File: src/rtl/uart_rx_sipo_pkg.sv
// rtl/uart_rx_sipo_pkg.sv - shared UART receive types and frame field positions
// Purpose : state encoding for the receive FSM and the bit positions of each
//           field inside an assembled frame, shared with the frame decoder.
// Ports   : none (package).
package uart_rx_sipo_pkg;

  typedef enum logic [1:0] {
    IDLE  = 2'd0,
    START = 2'd1,
    DATA  = 2'd2,
    DONE  = 2'd3
  } rx_state_e;

  localparam int START_IDX  = 0;
  localparam int DATA_LSB   = 1;
  localparam int DATA_MSB   = 8;
  localparam int PARITY_IDX = 9;
  localparam int STOP_IDX   = 10;

  // Field extraction helpers for consumers of data_parll.
  function automatic logic [DATA_MSB-DATA_LSB:0] frame_data(input logic [STOP_IDX:0] f);
    return f[DATA_MSB:DATA_LSB];
  endfunction

  function automatic logic frame_parity(input logic [STOP_IDX:0] f);
    return f[PARITY_IDX];
  endfunction

  function automatic logic frame_stop(input logic [STOP_IDX:0] f);
    return f[STOP_IDX];
  endfunction

  function automatic logic frame_start(input logic [STOP_IDX:0] f);
    return f[START_IDX];
  endfunction

endpackage

File: src/rtl/uart_rx_sipo_if.sv
// rtl/uart_rx_sipo_if.sv - frame output bus from the receiver to the decoder
// Purpose : groups the assembled-frame outputs of the receiver.
// Ports   : data_parll  - last captured frame (bit 0 start ... top bit stop)
//           frame_valid - one-cycle strobe when data_parll is updated
//           rx_busy     - receiver is inside a frame
//           master      - receiver side (drives), slave - decoder side (reads)
interface uart_rx_sipo_if #(
  parameter int FRAME_BITS = 11
);
  logic [FRAME_BITS-1:0] data_parll;
  logic                  frame_valid;
  logic                  rx_busy;

  modport master (output data_parll, output frame_valid, output rx_busy);
  modport slave  (input  data_parll, input  frame_valid, input  rx_busy);
endinterface

File: src/rtl/uart_rx_sipo_sync_2ff.sv
// rtl/uart_rx_sipo_sync_2ff.sv - two-flop synchronizer, resets to 1
// Purpose : brings an asynchronous level into the clk domain. Resets high so
//           an idle-high serial line does not look like a start bit.
// Ports   : clk, rst_n (async active-low), d_in (async), q_out (synchronized)
module sync_2ff (
  input  logic clk,
  input  logic rst_n,
  input  logic d_in,
  output logic q_out
);
  logic meta_d, meta_q;
  logic sync_d, sync_q;

  always_comb begin
    meta_d = d_in;
    sync_d = meta_q;
  end

  always_ff @(posedge clk or negedge rst_n) begin
    if (!rst_n) begin
      meta_q <= 1'b1;
      sync_q <= 1'b1;
    end else begin
      meta_q <= meta_d;
      sync_q <= sync_d;
    end
  end

  assign q_out = sync_q;
endmodule

File: src/rtl/uart_rx_sipo.sv
// rtl/uart_rx_sipo.sv - UART receive oversampler and serial-to-parallel stage
// Purpose : qualifies the start bit, samples each bit at mid-period on the
//           oversampled baud tick and delivers the raw frame (no parity or
//           stop checking).
// Ports   : PCLK, PRESETn (async active-low)
//           rx_in      - asynchronous serial line, idle high
//           baud_tick  - one-cycle pulse at OVERSAMPLE x baud
//           rx_enable  - low aborts any frame and holds IDLE
//           rx_out     - frame output bus (data_parll, frame_valid, rx_busy)
module uart_rx_sipo
  import uart_rx_sipo_pkg::*;
#(
  parameter int OVERSAMPLE = 16,
  parameter int FRAME_BITS = 11
) (
  input  logic            PCLK,
  input  logic            PRESETn,
  input  logic            rx_in,
  input  logic            baud_tick,
  input  logic            rx_enable,
  uart_rx_sipo_if.master  rx_out
);
  localparam int TICK_W = $clog2(OVERSAMPLE);
  localparam int BIT_W  = $clog2(FRAME_BITS + 1);
  localparam logic [TICK_W-1:0] HALF_M1   = TICK_W'(OVERSAMPLE / 2 - 1);
  localparam logic [TICK_W-1:0] FULL_M1   = TICK_W'(OVERSAMPLE - 1);
  localparam logic [BIT_W-1:0]  BITS_LAST = BIT_W'(FRAME_BITS);

  logic rx_s;

  rx_state_e             state_d, state_q;
  logic [TICK_W-1:0]     tick_cnt_d, tick_cnt_q;
  logic [BIT_W-1:0]      bit_cnt_d, bit_cnt_q;
  logic [FRAME_BITS-1:0] shift_d, shift_q;
  logic [FRAME_BITS-1:0] data_d, data_q;
  logic                  valid_d, valid_q;
  logic [BIT_W-1:0]      bit_cnt_inc;

  sync_2ff u_sync (
    .clk   (PCLK),
    .rst_n (PRESETn),
    .d_in  (rx_in),
    .q_out (rx_s)
  );

  assign bit_cnt_inc = bit_cnt_q + BIT_W'(1);

  always_comb begin
    state_d    = state_q;
    tick_cnt_d = tick_cnt_q;
    bit_cnt_d  = bit_cnt_q;
    shift_d    = shift_q;
    data_d     = data_q;
    valid_d    = 1'b0;

    if (!rx_enable) begin
      // Abort wins over everything, including a frame sitting in DONE.
      state_d    = IDLE;
      tick_cnt_d = '0;
      bit_cnt_d  = '0;
    end else begin
      unique case (state_q)
        IDLE: begin
          if (baud_tick && !rx_s) begin
            state_d    = START;
            tick_cnt_d = '0;
            bit_cnt_d  = '0;
          end
        end
        START: begin
          if (baud_tick) begin
            if (tick_cnt_q == HALF_M1) begin
              tick_cnt_d = '0;
              if (!rx_s) begin
                // Start bit confirmed at its centre; it becomes frame bit 0
                // after the remaining shifts.
                shift_d   = {rx_s, shift_q[FRAME_BITS-1:1]};
                bit_cnt_d = BIT_W'(1);
                state_d   = DATA;
              end else begin
                state_d = IDLE;
              end
            end else begin
              tick_cnt_d = tick_cnt_q + TICK_W'(1);
            end
          end
        end
        DATA: begin
          if (baud_tick) begin
            if (tick_cnt_q == FULL_M1) begin
              tick_cnt_d = '0;
              shift_d    = {rx_s, shift_q[FRAME_BITS-1:1]};
              bit_cnt_d  = bit_cnt_inc;
              if (bit_cnt_inc == BITS_LAST) begin
                state_d = DONE;
              end
            end else begin
              tick_cnt_d = tick_cnt_q + TICK_W'(1);
            end
          end
        end
        DONE: begin
          // Output register and strobe load together on the edge leaving
          // DONE, so data_parll only ever moves while frame_valid is high.
          data_d    = shift_q;
          valid_d   = 1'b1;
          bit_cnt_d = '0;
          state_d   = IDLE;
        end
        default: begin
          state_d = IDLE;
        end
      endcase
    end
  end

  always_ff @(posedge PCLK or negedge PRESETn) begin
    if (!PRESETn) begin
      state_q    <= IDLE;
      tick_cnt_q <= '0;
      bit_cnt_q  <= '0;
      shift_q    <= '1;
      data_q     <= '1;
      valid_q    <= 1'b0;
    end else begin
      state_q    <= state_d;
      tick_cnt_q <= tick_cnt_d;
      bit_cnt_q  <= bit_cnt_d;
      shift_q    <= shift_d;
      data_q     <= data_d;
      valid_q    <= valid_d;
    end
  end

  assign rx_out.data_parll  = data_q;
  assign rx_out.frame_valid = valid_q;
  assign rx_out.rx_busy     = (state_q != IDLE);

endmodule

File: src/flat_wrapper.sv
// flat-port wrapper written by rule: the top's interface ports become plain ports
module uart_rx_sipo_flat import uart_rx_sipo_pkg::*;
#(
  parameter int OVERSAMPLE = 16,
  parameter int FRAME_BITS = 11
)
  (PCLK, PRESETn, rx_in, baud_tick, rx_enable, rx_out_data_parll, rx_out_frame_valid, rx_out_rx_busy);
  uart_rx_sipo_if #(.FRAME_BITS(FRAME_BITS)) rx_out_i ();
  input  logic PCLK;
  input  logic PRESETn;
  input  logic rx_in;
  input  logic baud_tick;
  input  logic rx_enable;
  output wire logic [$bits(rx_out_i.data_parll)-1:0] rx_out_data_parll;
  output wire logic [$bits(rx_out_i.frame_valid)-1:0] rx_out_frame_valid;
  output wire logic [$bits(rx_out_i.rx_busy)-1:0] rx_out_rx_busy;
  assign rx_out_data_parll = rx_out_i.data_parll;
  assign rx_out_frame_valid = rx_out_i.frame_valid;
  assign rx_out_rx_busy = rx_out_i.rx_busy;
  uart_rx_sipo #(.OVERSAMPLE(OVERSAMPLE), .FRAME_BITS(FRAME_BITS)) u_core (.PCLK(PCLK), .PRESETn(PRESETn), .rx_in(rx_in), .baud_tick(baud_tick), .rx_enable(rx_enable), .rx_out(rx_out_i));
endmodule
File: config.mk
export PLATFORM = sky130hd
export DESIGN_NAME = uart_rx_sipo_flat
export DESIGN_NICKNAME = d
export VERILOG_FILES = /design/src/rtl/uart_rx_sipo_pkg.sv /design/src/rtl/uart_rx_sipo_if.sv /design/src/rtl/uart_rx_sipo_sync_2ff.sv /design/src/rtl/uart_rx_sipo.sv /design/src/flat_wrapper.sv
export SDC_FILE = /design/constraint.sdc
export NUM_CORES = 1
export LEC_CHECK = 0
export ABC_AREA = 1
export BUFFER_PORTS_ARGS = -buffer_cell sky130_fd_sc_hd__buf_2
export CORE_MARGIN = 10
export CORE_UTILIZATION = 37
export CTS_BUF_LIST = sky130_fd_sc_hd__clkbuf_4
export DETAILED_ROUTE_END_ITERATION = 10
export PLACE_DENSITY = 0.63
export SLEW_MARGIN = 20
export SYNTH_ARGS = -nofsm -noshare
export SYNTH_HDL_FRONTEND = slang
export SYNTH_SLANG_ARGS = --single-unit
export TNS_END_PERCENT = 30
File: constraint.sdc
create_clock -name PCLK -period 1.4 [get_ports PCLK]
set_input_delay 0.14 -clock PCLK [delete_from_list [all_inputs] [get_ports PCLK]]
set_output_delay 0.14 -clock PCLK [all_outputs]
set_load 0.03 [all_outputs]
==> out/qor.yml, run 1 <==
synthesis:
  syn_area_per_cell_sq_um: 8.43
  yosysUniqueCellTypes: 21
  synth_ff_type: "dfstp_2"
  synth_commonest_cells: "nand2_1, inv_1, dfstp_2, o21ai_0, nand3_1"
  synth.most_common_cell: "nand2_1"
  ys.warnings.count: 0
  yosysSeqAreaShare_pct: 52.9
  yosys.area.top_type: "dfstp_2"
  synthesis.area_sq_mm: 0.00171
  synth_top_area_share_pct: 36.8
  netlist_instances: 203
  yosys_register_bits: 35
  synth_nets: 215
  async_flop_share_pct: 100
  synth_area_leaders: "dfstp_2, dfrtp_1, nand2_1"
  synth_edf_count: 0
global_routing:
  grt_util_met1_pct: 11.5
  grt_pass1_wl_um: 6270
  grt_busiest_layer: "met2"
  grt.total_usage_pct: 10.0
  antenna_found_initial: 0
  overflow: 0
  grtUsageMet2_pct: 17.1
  grt_util_met3_pct: 2.32
  grt_pass1_vias: 1396
  grt_max_degree: 36
final_layout:
  post-route-cell-area_sq_mm: 0.00239
  syn2layout_area_growth_pct: 39.9
  drive_gt1_share_pct: 49.2
  finalNetCount: 269
  antenna_cells: 0
clock_tree:
  clk_pin_slew_ns: 0.11
  clk_path_buf_depth: 2
  numCtsBuffers: 5
  clock_sinks: 35
  cts_root_buf: "clkbuf_4"
  htreeDepth: 2
  cts_tree: "yes"
  insertion_delay_ns: 0.34
sta:
  worst_pin_slew_ns: 0.234
  period_share_pct: 108
  postLayoutSetupSlackWorst_ns: -0.112
  slew_headroom_pct: 84.4
  hold_viol: 0
  post-route-min-period_ns: 1.51
  slew_violations: 0
  grt_setup_unrepaired: "true"
  setup-violations-final: 22
  fmax_mhz: 661
  fin_skew_ns: 0.00337
  setup_tns_ns: -1.43
routing:
  drt_iter0_drc: 62
  drc: 0
  vias_per_cell: 4.75
  vias: 1472
  ant_nets: 0
  first_pass_iters: 4
  wl_per_cell_um: 12.6
  wl_um: 3910
worst_setup_path:
  critPathLaunch: "u_core.state_q[1]$_DFFE_PN0P_"
  crit_fanout: 3
  rrSetupSlack_ns: -0.09
  critPathBufInv: 5
  end_kind: "output port"
  slowest_stage: "dfrtp_1"
  r2r-start: "u_core.state_q[0]$_DFFE_PN0P_"
  reg2reg_depth: 9
  startpoint_type: "register"
  critPathTopFamily: "buffers and inverters"
  cp_cell_sequence: "inv_2 > buf_6 > ha_4 > inv_4 > buf_6 > buf_6"
  worstPathArrival_ns: 1.37
  path_common_cell: "buf_6"
  critical_path_required_ns: 1.26
  max_stage_delay_ns: 0.41
  path_class: "register to output port"
  worstReg2RegEnd: "u_core.tick_cnt_q[1]$_DFFE_PN0P_"
worst_hold_path:
  hp-class: "primary input to register"
  hold_path_end: "u_core.shift_q[10]$_DFFE_PN1P_"
  min_path_cells: 4
  min_from: "baud_tick"
power_and_ir_drop:
  peakVddDrop_mv: 0.683
  p_leak_nw: 1.15
  power.density_mw_per_mm2: 1890
status:
  failed_checks: "negative setup slack"
  status: "finished, violations left"
floorplanning:
  core_area_sq_mm: 0.00441
  start_util_pct: 38.8
  die-area_sq_mm: 0.00775
  pin_count: 18
  die_h_um: 88.0
  rows: 24
  die_x_um: 88.0
placement:
  portBuffers: 17
  postPlaceCellArea_sq_mm: 0.00204
  hpwlAfterDp_um: 2560
  gp_congestion: 0.810
job:
  cap_violations: 0
cells by family after synthesis:
group	Yosys count	share of synthesized area (%)
xor gates and xnor gates	1	0.512
adders and majority gates	7	5.12
and+or+nand+nor	94	22.7
buffers and inverters	34	8.77
DFF	35	52.9
AOI/OAI and AO/OA	32	10.0
per-stage QoR:
| stage | total power, mW | hold WS, ns | worst slack, ns | util (%) | std cells |
|---|---|---|---|---|---|
| after floorplan | 2.62 | -0.156 | -0.0286 | - | 203 |
| after global placement | 3.23 | 0.113 | -0.0844 | 46.1 | 292 |
| after detailed placement | 3.25 | 0.114 | -0.159 | 46.1 | 292 |
| after CTS | 4.20 | 0.206 | -0.0863 | 50.7 | 305 |
| after global routing | 4.82 | 0.204 | -0.179 | 54.3 | 310 |
| final | 4.53 | 0.231 | -0.112 | 54.3 | 310 |
sequential cells by signal (all words and copies together), names as in the netlist:
name,flops
u_core.bit_cnt_q,4
u_core.u_sync.meta_q,1
u_core.shift_q,11
u_core.rx_out.data_parll,11
u_core.u_sync.q_out,1
u_core.tick_cnt_q,4
u_core.rx_out.frame_valid,1
u_core.state_q,2
cell type report:
cell class / instances / area (sq um)
Timing Repair Buffer: 52 / 412
Tap cell: 52 / 65.1
Inverter: 29 / 116
Sequential cell: 35 / 907
Fill cell: 393 / 2020
Clock buffer: 5 / 37.5
Clock inverter: 3 / 43.8
Multi-Input combinational cell: 134 / 813
tightest hold or removal path: stages:
cell     delay, ns
buf_2         0.13
nand3_4       0.10
o21ai_0       0.11
nand2_1       0.07
report_power, final:
group | switching [mW] | internal (mW)
combinational | 1.19 | 0.918
clock | 0.363 | 0.376
sequential | 0.187 | 1.50
repair_timing:
item                       4_1_cts  5_1_grt
hold endpoints to repair        36        0
resized for setup               22       53
pin swaps                        3       10
hold buffers                     2        0
setup endpoints to repair       22       25
gates cloned                     0        2
setup buffers                    3        3
how the worst max path moves through the flow:
stage                                       to  slack (ns)  depth (start not counted)
3_3_place_gp     u_core.state_q[1]$_DFFE_PN0P_       -0.08                         10
4_1_cts          u_core.shift_q[2]$_DFFE_PN1P_       -0.09                          9
5_1_grt          u_core.state_q[1]$_DFFE_PN0P_       -0.18                         10
2_1_floorplan  u_core.bit_cnt_q[0]$_DFFE_PN0P_       -0.03                          9
6_report                        rx_out_rx_busy       -0.11                          6
3_5_place_dp     u_core.shift_q[2]$_DFFE_PN1P_       -0.16                          9
placed cells by master (no fill, tap or decap), types with 2 or more instances in the layout:
cell | synthesis | routed
o21ai_2 | 1 | 6
buf_4 | 0 | 22
nand2_4 | 0 | 4
buf_6 | 3 | 9
buf_12 | 0 | 2
nor2_1 | 5 | 4
dlygate4sd3_1 | 0 | 2
dfrtp_1 | 11 | 10
o21ai_0 | 22 | 9
inv_1 | 28 | 20
nand2_2 | 0 | 14
dfstp_2 | 24 | 24
buf_2 | 0 | 17
inv_4 | 0 | 3
nor2_4 | 1 | 2
nand2_1 | 68 | 50
ha_4 | 0 | 3
clkbuf_4 | 0 | 5
o21ai_1 | 1 | 9
inv_2 | 1 | 6
a21oi_1 | 5 | 4
nand3_1 | 18 | 16
ha_1 | 7 | 3
per-layer routing:
metal	routed length [um]	up-vias
met4	91	0
met2	1980	29
li1	-	751
met3	129	9
met1	1710	683
met5	0	-
Note: power is estimated with default switching activity, not from simulation.
==> run 2, diff against run 1 <==
--- a/config.mk
+++ b/config.mk
@@ -5,13 +5,13 @@
 export SDC_FILE = /design/constraint.sdc
 export NUM_CORES = 1
 export LEC_CHECK = 0
-export ABC_AREA = 1
 export BUFFER_PORTS_ARGS = -buffer_cell sky130_fd_sc_hd__buf_2
 export CORE_MARGIN = 10
 export CORE_UTILIZATION = 37
 export CTS_BUF_LIST = sky130_fd_sc_hd__clkbuf_4
 export DETAILED_ROUTE_END_ITERATION = 10
 export PLACE_DENSITY = 0.63
+export SKIP_LAST_GASP = 1
 export SLEW_MARGIN = 20
 export SYNTH_ARGS = -nofsm -noshare
 export SYNTH_HDL_FRONTEND = slang
==> run 2 against run 1 <==
Compared with the run above:
- the run still ends with negative setup slack left
- final cell count shrank 19%
- global-route usage increased by 0.80 points
- register-to-register slack got worse by 0.40 ns
- sequential cell count unchanged
- clock power decreased by 21%
- worst setup slack worse by 0.38 ns
- clock skew is 0.0069 ns higher
- fmax is 20% lower
- die area is 0.51% higher
- sequential power decreased by 24%
- clock-buffer cell count unchanged
- routed wire length is 5.0% lower
==> out/qor.yml, run 2 <==
worst_setup_path:
  r2r-start: "u_core.state_q[0]$_DFFE_PN0P_"
  rrSetupSlack_ns: -0.49
  cp_cell_sequence: "inv_2 > ha_4 > buf_4 > o311a_1 > nand2b_4 > or3b_4 > mux2i_1"
  slowest_stage: "dfrtp_2"
  critPathLaunch: "u_core.state_q[0]$_DFFE_PN0P_"
  worstReg2RegEnd: "u_core.state_q[1]$_DFFE_PN0P_"
  crit_fanout: 3
  cp-endpoint: "u_core.state_q[1]$_DFFE_PN0P_"
  max_stage_delay_ns: 0.43
  startpoint_type: "register"
  critical_path_required_ns: 1.66
  reg2reg_depth: 7
  path_class: "register to register"
  worstPathArrival_ns: 2.15
  end_kind: "register"
synthesis:
  synth_nets: 157
  synth_edf_count: 0
  netlist_instances: 145
  synth_commonest_cells: "dfstp_2, mux2_2, nand2_1, dfrtp_1, nand3_1"
  synth_area_leaders: "dfstp_2, dfrtp_1, mux2_2"
  synth_ff_type: "dfstp_2"
  yosysSeqAreaShare_pct: 52.6
  ys.warnings.count: 0
  synth_top_area_share_pct: 36.6
  async_flop_share_pct: 100
  syn_area_per_cell_sq_um: 11.9
  yosys_register_bits: 35
  synthesis.area_sq_mm: 0.00172
  synth.most_common_cell: "dfstp_2"
  yosys.area.top_type: "dfstp_2"
  yosysUniqueCellTypes: 37
worst_hold_path:
  min_from: "rx_enable"
  hp-class: "primary input to register"
clock_tree:
  insertion_delay_ns: 0.36
  htreeDepth: 2
  numCtsBuffers: 5
  clk_pin_slew_ns: 0.12
  cts_root_buf: "clkbuf_4"
  clk_path_buf_depth: 2
  cts_tree: "yes"
  clock_sinks: 35
sta:
  post-route-min-period_ns: 1.89
  slew_violations: 0
  fin_skew_ns: 0.0103
  worst_pin_slew_ns: 0.431
  slew_headroom_pct: 71.3
  fmax_mhz: 529
  postLayoutSetupSlackWorst_ns: -0.489
  grt_setup_unrepaired: "true"
  setup-violations-final: 32
  hold_viol: 0
  period_share_pct: 135
routing:
  wl_per_cell_um: 14.8
  drc: 0
  vias_per_cell: 5.09
  vias: 1277
  wl_um: 3710
  first_pass_iters: 4
  ant_nets: 0
  drt_iter0_drc: 38
status:
  status: "finished, violations left"
  failed_checks: "negative setup slack"
floorplanning:
  die-area_sq_mm: 0.00779
  core_area_sq_mm: 0.00444
  rows: 24
  start_util_pct: 38.8
  die_h_um: 88.2
  pin_count: 18
  die_x_um: 88.2
final_layout:
  n_fill_cell: 409
  multi_input_area_sq_um: 822
  drive_gt1_share_pct: 58.8
  final_common_cell: "buf_4"
  layout_common_cells: "buf_4, dfstp_2, buf_2"
  seqCellArea_sq_um: 907
  finalNetCount: 210
  postLayoutCoreUtil_pct: 51.4
  antenna_cells: 0
  syn2layout_area_growth_pct: 32.5
  post-route-cell-area_sq_mm: 0.00228
placement:
  gp_congestion: 0.865
  postPlaceCellArea_sq_mm: 0.00209
  dpl_worst_slack_ns: -0.643
  portBuffers: 17
  hpwlAfterDp_um: 2760
global_routing:
  grt.total_usage_pct: 10.8
  antenna_found_initial: 0
  overflow: 0
  grt_max_degree: 36
  grt_pass1_wl_um: 6490
  grt_pass1_vias: 1406
power_and_ir_drop:
  peakVddDrop_mv: 0.821
  p_leak_nw: 1.03
  power.density_mw_per_mm2: 1230
job:
  cap_violations: 0
## run 2: changes by cell type after synthesis, moves of 3 or more
| cell | delta |
|---|---|
| nor3_1 | +3 |
| nand2_1 | -56 |
| inv_1 | -20 |
| mux2_2 | +20 |
| nor2b_1 | +3 |
| nand3_1 | -7 |
| o21ai_0 | -18 |
| o211ai_1 | +3 |
## run 2: worst min path at each step
stage                     slack (ns)  cells after the start                             endpoint
after floorplan                -0.16                      0      u_core.bit_cnt_q[0]$_DFFE_PN0P_
after global placement          0.18                      2     u_core.tick_cnt_q[2]$_DFFE_PN0P_
after detailed placement        0.20                      2  u_core.rx_out.frame_valid$_DFF_PN0_
after CTS                       0.07                      2     u_core.tick_cnt_q[1]$_DFFE_PN0P_
after global routing            0.08                      2     u_core.tick_cnt_q[0]$_DFFE_PN0P_
final                           0.08                      3     u_core.tick_cnt_q[3]$_DFFE_PN0P_
## run 2: power breakdown
group	total (mW)	switching, mW	internal, mW
sequential	1.27	0.0895	1.18
combinational	0.942	0.400	0.542
clock	0.581	0.381	0.201
total	2.80	0.870	1.93
## run 2: metal layers
metal	track usage (%)	up-vias	share of wire (%)
li1	-	614	-
met1	11.2	632	40
met2	19.2	23	52
met3	3.22	8	5.4
met4	6.31	0	2.3
met5	0	-	0
## run 2: worst max-delay path: cells and delay by family (launching register included)
family,cells,cell delay [ns]
and+or+nand+nor,2,0.52
adders and majority gates,1,0.16
AOI/OAI and AO/OA,1,0.35
DFF,1,0.43
muxes,1,0.12
buffers and inverters,2,0.19
## run 2: layout make-up
| cell class | count | area share, % |
|---|---|---|
| sequential | 35 | 39.7 |
| multi-input combinational | 95 | 36.0 |
| tap | 52 | 2.85 |
| inverter | 8 | 1.32 |
| clock buffer | 5 | 1.64 |
| timing repair buffer | 53 | 17.4 |
| clock inverter | 3 | 1.04 |
## run 2: cells by family after synthesis
family / count (synthesis) / synth area share, %
DFF: 35 / 52.6
and+or+nand+nor: 45 / 14.3
xor gates and xnor gates: 1 / 0.508
adders and majority gates: 7 / 5.08
buffers and inverters: 15 / 4.65
muxes: 22 / 14.2
AOI/OAI and AO/OA: 20 / 8.64
## run 2: stage by stage
| step | cells | power [mW] | hold slack, ns | TNS, ns |
|---|---|---|---|---|
| 2_1_floorplan | 145 | 1.80 | -0.156 | -9.58 |
| 3_3_place_gp | 232 | 2.04 | 0.185 | -10.10 |
| 3_5_place_dp | 232 | 2.08 | 0.197 | -11.87 |
| 4_1_cts | 249 | 2.80 | 0.0745 | -9.86 |
| 5_1_grt | 251 | 2.99 | 0.0800 | -12.04 |
| 6_report | 251 | 2.80 | 0.0793 | -9.77 |
## run 2: timing repair
| action | 4_1_cts | 5_1_grt |
|---|---|---|
| hold buffers | 2 | 0 |
| gates resized for setup | 8 | 3 |
| setup buffers | 7 | 2 |
| pin swaps | 5 | 0 |
| setup endpoints to repair | 22 | 32 |
| endpoints found under the hold margin | 12 | 0 |
